==> src/rtl/multi_vc_input_buffer.sv <==
// Input-port buffer bank: NUM_VC independent flit FIFOs behind one link, each with a
// write-order checker, a VA/SA request FSM and one credit returned per popped flit.
module multi_vc_input_buffer #(
    parameter int NUM_VC      = 4,
    parameter int BUFFER_SIZE = 4,
    parameter int DATA_W      = 16,
    parameter int PORT_W      = 3,
    localparam int VC_SIZE    = $clog2(NUM_VC),
    localparam int FLIT_W     = DATA_W + 2
) (
    input  logic                        clk,
    input  logic                        rst,
    input  logic [FLIT_W-1:0]           data_i,
    input  logic                        write_i,
    input  logic [VC_SIZE-1:0]          wr_vc_i,
    input  logic [PORT_W-1:0]           out_port_i,
    input  logic [NUM_VC-1:0]           vc_valid_i,
    input  logic [NUM_VC*VC_SIZE-1:0]   vc_new_i,
    input  logic [NUM_VC-1:0]           read_i,
    output logic [FLIT_W-1:0]           data_o,
    output logic                        data_valid_o,
    output logic [VC_SIZE-1:0]          rd_vc_o,
    output logic [NUM_VC*FLIT_W-1:0]    peek_o,
    output logic [NUM_VC-1:0]           is_full_o,
    output logic [NUM_VC-1:0]           is_empty_o,
    output logic [NUM_VC*PORT_W-1:0]    out_port_o,
    output logic [NUM_VC*VC_SIZE-1:0]   downstream_vc_o,
    output logic [NUM_VC-1:0]           vc_request_o,
    output logic [NUM_VC-1:0]           switch_request_o,
    output logic [NUM_VC-1:0]           vc_allocatable_o,
    output logic                        credit_o,
    output logic [VC_SIZE-1:0]          credit_vc_o,
    output logic [NUM_VC-1:0]           error_o
);

    localparam int PTR_W = $clog2(BUFFER_SIZE);
    localparam int CNT_W = PTR_W + 1;

    // Flit layout: {type[1:0], payload}; type 00 HEAD, 01 BODY, 10 TAIL, 11 HEADTAIL.
    localparam logic [1:0] FT_HEAD     = 2'b00;
    localparam logic [1:0] FT_TAIL     = 2'b10;
    localparam logic [1:0] FT_HEADTAIL = 2'b11;

    typedef enum logic [1:0] {ST_IDLE, ST_VA, ST_ACTIVE} state_t;

    logic [1:0]                 wr_type;
    logic                       wr_is_head;
    logic                       read_legal;
    logic [NUM_VC-1:0]          pop;
    logic [VC_SIZE-1:0]         rd_vc;
    logic [NUM_VC*FLIT_W-1:0]   front_flat;

    assign wr_type    = data_i[FLIT_W-1 -: 2];
    assign wr_is_head = (wr_type == FT_HEAD) || (wr_type == FT_HEADTAIL);

    // A pop happens only for a one-hot read aimed at a VC that is requesting the switch.
    assign read_legal = $onehot(read_i) && ((read_i & switch_request_o) != '0);
    assign pop        = read_legal ? read_i : '0;

    always_comb begin
        rd_vc = '0;
        for (int i = 0; i < NUM_VC; i++) begin
            if (read_i[i]) begin
                rd_vc = VC_SIZE'(i);
            end
        end
    end

    for (genvar gi = 0; gi < NUM_VC; gi++) begin : g_vc
        logic [FLIT_W-1:0]  mem [BUFFER_SIZE];
        logic [PTR_W-1:0]   wr_ptr_reg;
        logic [PTR_W-1:0]   rd_ptr_reg;
        logic [CNT_W-1:0]   cnt_reg;
        logic               in_pkt_reg;
        logic               error_reg;
        logic [PORT_W-1:0]  out_port_reg;
        logic [VC_SIZE-1:0] ds_vc_reg;
        state_t             state_reg;
        logic               wr_sel;
        logic               type_ok;
        logic               space_ok;
        logic               push;
        logic               empty;
        logic [1:0]         front_type;

        assign wr_sel     = write_i && (wr_vc_i == VC_SIZE'(gi));
        assign type_ok    = wr_is_head ? !in_pkt_reg : in_pkt_reg;
        // A full VC still accepts a write when the same edge pops it.
        assign space_ok   = (cnt_reg != CNT_W'(BUFFER_SIZE)) || pop[gi];
        assign push       = wr_sel && type_ok && space_ok;
        assign empty      = (cnt_reg == '0);
        assign front_type = mem[rd_ptr_reg][FLIT_W-1 -: 2];

        always_ff @(posedge clk) begin
            if (push) begin
                mem[wr_ptr_reg] <= data_i;
            end
        end

        always_ff @(posedge clk) begin
            if (!rst) begin
                wr_ptr_reg   <= '0;
                rd_ptr_reg   <= '0;
                cnt_reg      <= '0;
                in_pkt_reg   <= 1'b0;
                error_reg    <= 1'b0;
                out_port_reg <= '0;
                ds_vc_reg    <= '0;
                state_reg    <= ST_IDLE;
            end else begin
                if (push) begin
                    wr_ptr_reg <= wr_ptr_reg + PTR_W'(1);
                    if (wr_is_head) begin
                        out_port_reg <= out_port_i;
                    end
                    if (wr_type == FT_HEAD) begin
                        in_pkt_reg <= 1'b1;
                    end else if (wr_type == FT_TAIL) begin
                        in_pkt_reg <= 1'b0;
                    end
                end
                if (pop[gi]) begin
                    rd_ptr_reg <= rd_ptr_reg + PTR_W'(1);
                end
                cnt_reg <= cnt_reg + CNT_W'(push) - CNT_W'(pop[gi]);
                if ((wr_sel && !push) || (read_i[gi] && !read_legal)) begin
                    error_reg <= 1'b1;
                end
                case (state_reg)
                    ST_IDLE: begin
                        if (!empty) begin
                            state_reg <= ST_VA;
                        end
                    end
                    ST_VA: begin
                        if (vc_valid_i[gi]) begin
                            ds_vc_reg <= vc_new_i[gi*VC_SIZE +: VC_SIZE];
                            state_reg <= ST_ACTIVE;
                        end
                    end
                    ST_ACTIVE: begin
                        if (pop[gi] && ((front_type == FT_TAIL) || (front_type == FT_HEADTAIL))) begin
                            state_reg <= ST_IDLE;
                        end
                    end
                    default: state_reg <= ST_IDLE;
                endcase
            end
        end

        assign front_flat[gi*FLIT_W +: FLIT_W]        = mem[rd_ptr_reg];
        assign peek_o[gi*FLIT_W +: FLIT_W]            = empty ? '0 : mem[rd_ptr_reg];
        assign is_full_o[gi]                          = (cnt_reg == CNT_W'(BUFFER_SIZE));
        assign is_empty_o[gi]                         = empty;
        assign out_port_o[gi*PORT_W +: PORT_W]        = out_port_reg;
        assign downstream_vc_o[gi*VC_SIZE +: VC_SIZE] = ds_vc_reg;
        assign vc_request_o[gi]                       = (state_reg == ST_VA);
        assign switch_request_o[gi]                   = (state_reg == ST_ACTIVE) && !empty;
        assign vc_allocatable_o[gi]                   = (state_reg == ST_IDLE) && empty;
        assign error_o[gi]                            = error_reg;
    end

    always_ff @(posedge clk) begin
        if (!rst) begin
            data_o       <= '0;
            data_valid_o <= 1'b0;
            rd_vc_o      <= '0;
            credit_o     <= 1'b0;
            credit_vc_o  <= '0;
        end else begin
            data_valid_o <= read_legal;
            credit_o     <= read_legal;
            if (read_legal) begin
                data_o      <= front_flat[rd_vc*FLIT_W +: FLIT_W];
                rd_vc_o     <= rd_vc;
                credit_vc_o <= rd_vc;
            end
        end
    end

endmodule

==> config.mk <==
export PLATFORM = sky130hd
export DESIGN_NAME = multi_vc_input_buffer
export DESIGN_NICKNAME = d
export VERILOG_FILES = /design/src/rtl/multi_vc_input_buffer.sv
export SDC_FILE = /design/constraint.sdc
export NUM_CORES = 1
export LEC_CHECK = 0
export ABC_AREA = 1
export BUFFER_PORTS_ARGS = -buffer_cell sky130_fd_sc_hd__buf_2
export CAP_MARGIN = 20
export CELL_PAD_IN_SITES_DETAIL_PLACEMENT = 1
export CELL_PAD_IN_SITES_GLOBAL_PLACEMENT = 2
export CORE_MARGIN = 2
export CORE_UTILIZATION = 35
export CTS_BUF_LIST = sky130_fd_sc_hd__clkbuf_4 sky130_fd_sc_hd__clkbuf_8
export CTS_CLUSTER_SIZE = 40
export DETAILED_ROUTE_END_ITERATION = 8
export PLACE_DENSITY_LB_ADDON = 0.3
export SLEW_MARGIN = 15
export SYNTH_ARGS = -nofsm -noshare
export SYNTH_HDL_FRONTEND = slang
export SYNTH_SLANG_ARGS = --single-unit
==> constraint.sdc <==
create_clock -name clk -period 5.7 [get_ports clk]
set_input_delay 1.14 -clock clk [delete_from_list [all_inputs] [get_ports clk]]
set_output_delay 1.14 -clock clk [all_outputs]
set_load 0.01 [all_outputs]
==> impl_metrics.yaml, run 1 <==
run_status:
  outcome: "completed"
critical_path:
  r2r_end: "data_o[1]"
  required_ns: 4.56
  reg2regPathDepth: 9
  rrSetupSlack_ns: 2.85
  crit_arrival_ns: 3.17
  slowest_stage: "clkinv_1"
  crit_chain: "buf_4, clkinv_1, o21ai_0, o22a_1, nor2_1, buf_2"
  path_class: "reg -> out"
  start_kind: "register"
  cpPeakStageDelay_ns: 0.87
  crit_path_max_fanout: 37
  cp-end-kind: "primary output"
die:
  start_util: 0.3542
  die_area_um2: 47560
  rows: 78
  die_w_um: 218.1
  ios: 182
  coreArea_um2: 45280
  die_h_um: 218.1
clock_network:
  cts.sinks: 381
  cts_buffers: 67
  cts-resized-gates: 0
  clkLatencyLatePin_ns: 0.61
  max-clock-path-buffers: 3
  cts_setup_buffers: 0
  htreeDepth: 3
  clk_pin_slew_ns: 0.06
  cts_hold_buf: 0
  tritoncts: "done"
  root_buffer: "clkbuf_8"
layout:
  multi_input_area_um2: 4740
  largest_reg_flops: 288
  fill_cells: 5106
  seq_area_um2: 10510
  nets: 1769
  fin_area_um2: 18930
  largest_register: "g_vc.mem"
  antennaDiodeCount: 0
  drive_gt1_frac: 0.2058
  instances_no_fill: 2349
  areaGrowthSynthToFinish_pct: 18.00
  biggestRegsByFlops: "g_vc.mem (288), data_o (18)"
place:
  io_buffer_count: 181
  dpl_cell_area_um2: 17530
  place_inst: 2226
  hpwlAfterDp_um: 33540
  routabilityCongestion: 0.7798
yosys:
  synthSimpleGateAreaFrac: 0.1603
  ys_top_cells_by_area: "edfxtp_1, dfxtp_1, nor2_1, nand2_1, o21ai_0"
  synth_top_area_cell: "edfxtp_1"
  muxShareOfSynthArea: 0
  yosysWarnings: 0
  synth_common_cells: "edfxtp_1, nor2_1, nand2_1"
  syn_nets: 1570
  seq_area_frac_synth: 0.6552
  avgSynthCellArea_um2: 10.70
  synth_seq_cells: 381
  synth-compound-area-share: 0.1080
  yosysMostFrequentCell: "edfxtp_1"
  post_synth_xor_area_fraction: 0.002184
  syn-instance-count: 1499
  synth-edff-count: 288
  synth_ff_type: "edfxtp_1"
  synth_area_um2: 16040
  async_flop_share: 0
  synth_top_family_by_area: "simple AND/OR/NAND/NOR gates"
  synth-adder-area-share: 0.02496
  yosys.area.top_type_share: 0.5392
  yosys.cell_types.count: 34
timing:
  timing.fmax_mhz: 232.2
  slew_violations: 0
  totalNegativeSetupSlack_ns: 0
  rsz0062_at_grt: "no"
  relSlewSlack: 0.3439
  tightest_slew_ns: 0.9781
  finalHoldViolations: 0
  fin_crit_ns: 4.307
  setup_viol: 0
  holdWs_ns: 0.4586
  fin_crit_sh: 0.7556
  fin_skew_ns: 0.03207
power_and_ir_drop:
  p_leak_nw: 7.364
  ir_drop_uv: 179.3
  power_density_nw_per_um2: 313.2
  power_w: 0.005929
global_route:
  grtUsageMet2: 0.3367
  antenna_found_initial: 1
  overflow: 0
  grt_pass1_wl_um: 74860
  globalRouteMet3Util: 0.03696
  grt_busiest_layer: "met2"
  grt_usage: 0.2141
  met1_usage: 0.2918
  grt_pass1_vias: 12053
  grt_start_max_net_pins: 51
min_path:
  hold_depth: 2
  worstHoldEndpoint: "g_vc[3].ds_vc_reg[0]"
  hold_class: "reg -> reg"
  hp-start: "g_vc[3].ds_vc_reg[0]"
detailed_routing:
  wl_um: 50800
  vias: 11888
  vias_per_cell: 5.061
  drt_iter0_markers: 703
  routed_wire_length_per_instance_um: 21.63
  drc: 0
  drtAntennaViolNets: 0
  drtPass1Iterations: 5
flow_run:
  drv_cap: 0
-- logic make-up (layout without fill, tap and decap cells) --
group,Yosys count,in the layout
AO/OA/AOI/OAI,288,288
buffers and inverters,193,443
AND/OR/NAND/NOR,604,604
adder cells (fa/ha/maj),29,29
XOR/XNOR,4,4
flip-flops,381,381
-- how the worst max path moves through the flow --
stage,slack [ns],start,depth (start not counted),end
4_1_cts,1.16,register,6,peek_o[53]
2_1_floorplan,1.31,read_i[3],11,g_vc[2].mem[0][0]
6_report,1.39,register,6,peek_o[55]
5_1_grt,1.04,register,6,peek_o[69]
3_3_place_gp,1.09,read_i[1],18,g_vc[2].cnt_reg[2]
3_5_place_dp,0.96,read_i[0],18,g_vc[2].cnt_reg[2]
-- layout make-up --
| type | instances | share of cell area |
|---|---|---|
| sequential | 381 | 0.5553 |
| inverter | 112 | 0.02221 |
| multi-input combinational | 925 | 0.2504 |
| clock buffer | 103 | 0.06630 |
| clock inverter | 17 | 0.003900 |
| timing repair buffer | 211 | 0.06227 |
| tap | 600 | 0.03966 |
-- metrics by stage --
| step | setup slack [ns] | utilization |
|---|---|---|
| 3_5_place_dp | 0.9570 | 0.3871 |
| 4_1_cts | 1.157 | 0.4164 |
| 6_report | 1.393 | 0.4180 |
| 2_1_floorplan | 1.313 | - |
| 3_3_place_gp | 1.086 | 0.3871 |
| 5_1_grt | 1.036 | 0.4180 |
-- cell usage in the layout, fill, tap and decap left out, types with 2 or more instances in the layout --
cell type | netlist | final
o21ai_1 | 4 | 4
nand3_2 | 8 | 8
nor3_1 | 14 | 14
nor4_4 | 3 | 3
a31oi_1 | 12 | 12
buf_4 | 11 | 27
nand3_1 | 73 | 73
edfxtp_1 | 288 | 288
clkinv_2 | 0 | 5
and2_1 | 11 | 11
nor2_1 | 267 | 267
buf_2 | 20 | 181
a2111oi_0 | 4 | 4
xor2_1 | 4 | 4
inv_1 | 95 | 95
clkbuf_4 | 0 | 26
o211ai_1 | 10 | 10
clkbuf_8 | 0 | 77
o21ai_0 | 148 | 148
o22a_1 | 60 | 60
or2_2 | 5 | 5
dfxtp_1 | 93 | 93
buf_16 | 0 | 2
clkinv_1 | 6 | 17
nand2_2 | 8 | 8
ha_1 | 24 | 24
inv_2 | 11 | 11
and3_1 | 2 | 2
nand2_1 | 209 | 209
a21oi_1 | 49 | 49
fa_1 | 5 | 5
-- power breakdown --
part	switching, W	internal (W)	total [W]
logic	0.000266	0.000106	0.000371
clock network	0.00112	0.00140	0.00252
registers	0.0000207	0.00302	0.00304
-- routing by layer --
| metal | routed length (µm) | vias up |
|---|---|---|
| li1 | - | 5569 |
| met1 | 23050 | 5892 |
| met2 | 23230 | 347 |
| met3 | 2850 | 80 |
| met4 | 1672 | 0 |
| met5 | 0 | - |
-- critical path, delay by kind of cell (launching register included) --
kind / cells / cell delay (ns)
AO/OA/AOI/OAI: 2 / 0.79
AND/OR/NAND/NOR: 1 / 0.06
buffers and inverters: 3 / 1.38
flip-flops: 1 / 0.31
Note: power is estimated with default switching activity, not from simulation.
==> run 2: changes to the inputs <==
==> constraint.sdc (replaced) <==
create_clock -name clk -period 3.5 [get_ports clk]
set_input_delay 0.7 -clock clk [delete_from_list [all_inputs] [get_ports clk]]
set_output_delay 0.7 -clock clk [all_outputs]
set_load 0.01 [all_outputs]
==> run 2 against run 1 <==
  * Sequential power up 63%
  * Die area unchanged
  * Clock skew down 0.0035 ns
  * Critical endpoint is now peek_o[71]
==> impl_metrics.yaml, run 2 (synthesis gave the netlist of run 1 again) <==
power_and_ir_drop:
  p_leak_nw: 7.511
  p_clk_frac: 0.415
  power_density_nw_per_um2: 494.6
  p_int_w: 0.007335
  power_frac_seq: 0.517
  ir_drop_uv: 196.3
  power.switching_w: 0.002245
  power_w: 0.009581
  combPwrFrac: 0.068
  power_switching_share: 0.2343
layout:
  nets: 1803
  instances_no_fill: 2376
  antennaDiodeCount: 0
  final_common_cell: "edfxtp_1"
  areaGrowthSynthToFinish_pct: 20.77
  fill_cells: 5116
  drive_gt1_frac: 0.2314
  seq_area_um2: 10510
  fin_area_um2: 19370
  biggestRegsByFlops: "g_vc.mem (288), data_o (18)"
  multi_input_area_um2: 4811
  largest_reg_flops: 288
  largest_register: "g_vc.mem"
  layout_common_cells: "edfxtp_1, nor2_1, nand2_1"
place:
  routabilityCongestion: 0.7899
  hpwlAfterDp_um: 34750
  place_inst: 2264
  io_buffer_count: 181
  dpl_cell_area_um2: 18100
critical_path:
  cpPeakStageDelay_ns: 0.35
  critPathTopFamily: "buffers and inverters"
  required_ns: 2.80
  crit_top_cell: "buf_4"
  path_class: "reg -> out"
  slowest_stage: "buf_4"
  crit_arrival_ns: 2.39
  path_buf_inv: 4
  cp-end-kind: "primary output"
  crit_chain: "buf_4, clkinv_1, buf_4, o21ai_0, o22a_1, nor2_1, buf_2"
  start_kind: "register"
  crit_path_max_fanout: 37
die:
  die_h_um: 218.1
  coreArea_um2: 45280
  die_w_um: 218.1
  die_area_um2: 47560
  ios: 182
  rows: 78
  start_util: 0.3542
clock_network:
  root_buffer: "clkbuf_8"
  max-clock-path-buffers: 3
  clkLatencyLatePin_ns: 0.60
  htreeDepth: 3
  cts-resized-gates: 0
  cts_hold_buf: 0
  cts.sinks: 381
  cts_setup_buffers: 0
  tritoncts: "done"
  clk_pin_slew_ns: 0.06
  cts_buffers: 66
detailed_routing:
  drc: 0
  wl_um: 50790
  routed_wire_length_per_instance_um: 21.38
  vias: 11988
  vias_per_cell: 5.045
  drt_iter0_markers: 714
  drtAntennaViolNets: 0
  drtPass1Iterations: 5
global_route:
  grt_usage: 0.2137
  grt_pass1_vias: 12433
  overflow: 0
  grt_pass1_wl_um: 75500
  grt_start_max_net_pins: 50
  antenna_found_initial: 0
timing:
  fin_crit_sh: 0.8825
  slew_violations: 0
  timing.fmax_mhz: 323.8
  finalHoldViolations: 0
  tightest_slew_ns: 0.9447
  holdWs_ns: 0.3606
  fin_skew_ns: 0.02852
  fin_crit_ns: 3.089
  relSlewSlack: 0.3695
  rsz0062_at_grt: "no"
  setup_viol: 0
run_status:
  outcome: "completed"
flow_run:
  drv_cap: 0
min_path:
  hold_class: "in -> reg"
## run 2: changes by cell type in the layout (fill, tap and decap cells not counted), moves of 3 or more
| cell | change |
|---|---|
| buf_4 | +21 |
| clkbuf_8 | -5 |
| nor2_2 | +16 |
| buf_12 | +17 |
| ha_1 | -3 |
| nor2_1 | -16 |
## run 2: final cells by class
| class | instances | share of cell area |
|---|---|---|
| Sequential cell | 381 | 0.5426 |
| Timing Repair Buffer | 246 | 0.08293 |
| Inverter | 112 | 0.02183 |
| Clock buffer | 97 | 0.06084 |
| Multi-Input combinational cell | 925 | 0.2483 |
| Clock inverter | 15 | 0.004715 |
| Tap cell | 600 | 0.03875 |
## run 2: path summary, 6_finish.rpt
kind,from,to,slack [ns],depth (start not counted)
setup / recovery,register,peek_o[71],0.41,7
hold / removal,vc_valid_i[0],g_vc[0].state_reg[0],0.36,2
hold reg to reg,g_vc[2].ds_vc_reg[1],g_vc[2].ds_vc_reg[1],0.46,2
setup reg to reg,g_vc[2].cnt_reg[1],g_vc[1].cnt_reg[2],1.18,16
## run 2: power by group through the flow
stage	Combinational, W	Clock (W)	Sequential [W]
floorplan	0.000323	0	0.00504
global placement	0.000649	0	0.00504
detailed placement	0.000659	0	0.00505
CTS	0.000663	0.00409	0.00495
global route	0.000716	0.00428	0.00496
finish	0.000649	0.00398	0.00495
## run 2: routing by layer
layer / vias up / wire length, µm / GRT usage / part of all wire
met4: 0 / 1333 / 0.07438 / 0.026
met5: - / 0 / 0 / 0
li1: 5627 / - / - / -
met3: 73 / 2620 / 0.04170 / 0.052
met1: 5966 / 22850 / 0.2858 / 0.45
met2: 322 / 23990 / 0.3463 / 0.47
## run 2: worst reg2reg max path, cell delays in order (launching register included)
cell	delay, ns
dfxtp_1	0.36
nor2_1	0.12
nand2_1	0.11
nand3_1	0.09
nand2_1	0.05
inv_1	0.09
nand2_4	0.10
nand3_2	0.11
nand2_1	0.09
nand2_2	0.08
inv_2	0.04
nand2_1	0.06
nand2_1	0.06
ha_1	0.19
fa_1	0.38
and3_1	0.19
nor3_1	0.13
## run 2: stage by stage
stage | setup TNS (ns) | worst slack (ns) | utilization
6_report | 0 | 0.4114 | 0.4278
5_1_grt | 0 | 0.1878 | 0.4278
4_1_cts | 0 | 0.09867 | 0.4278
3_5_place_dp | -0.1135 | -0.05429 | 0.3997
3_3_place_gp | 0 | 0.02850 | 0.3997
2_1_floorplan | -0.05478 | -0.05478 | -
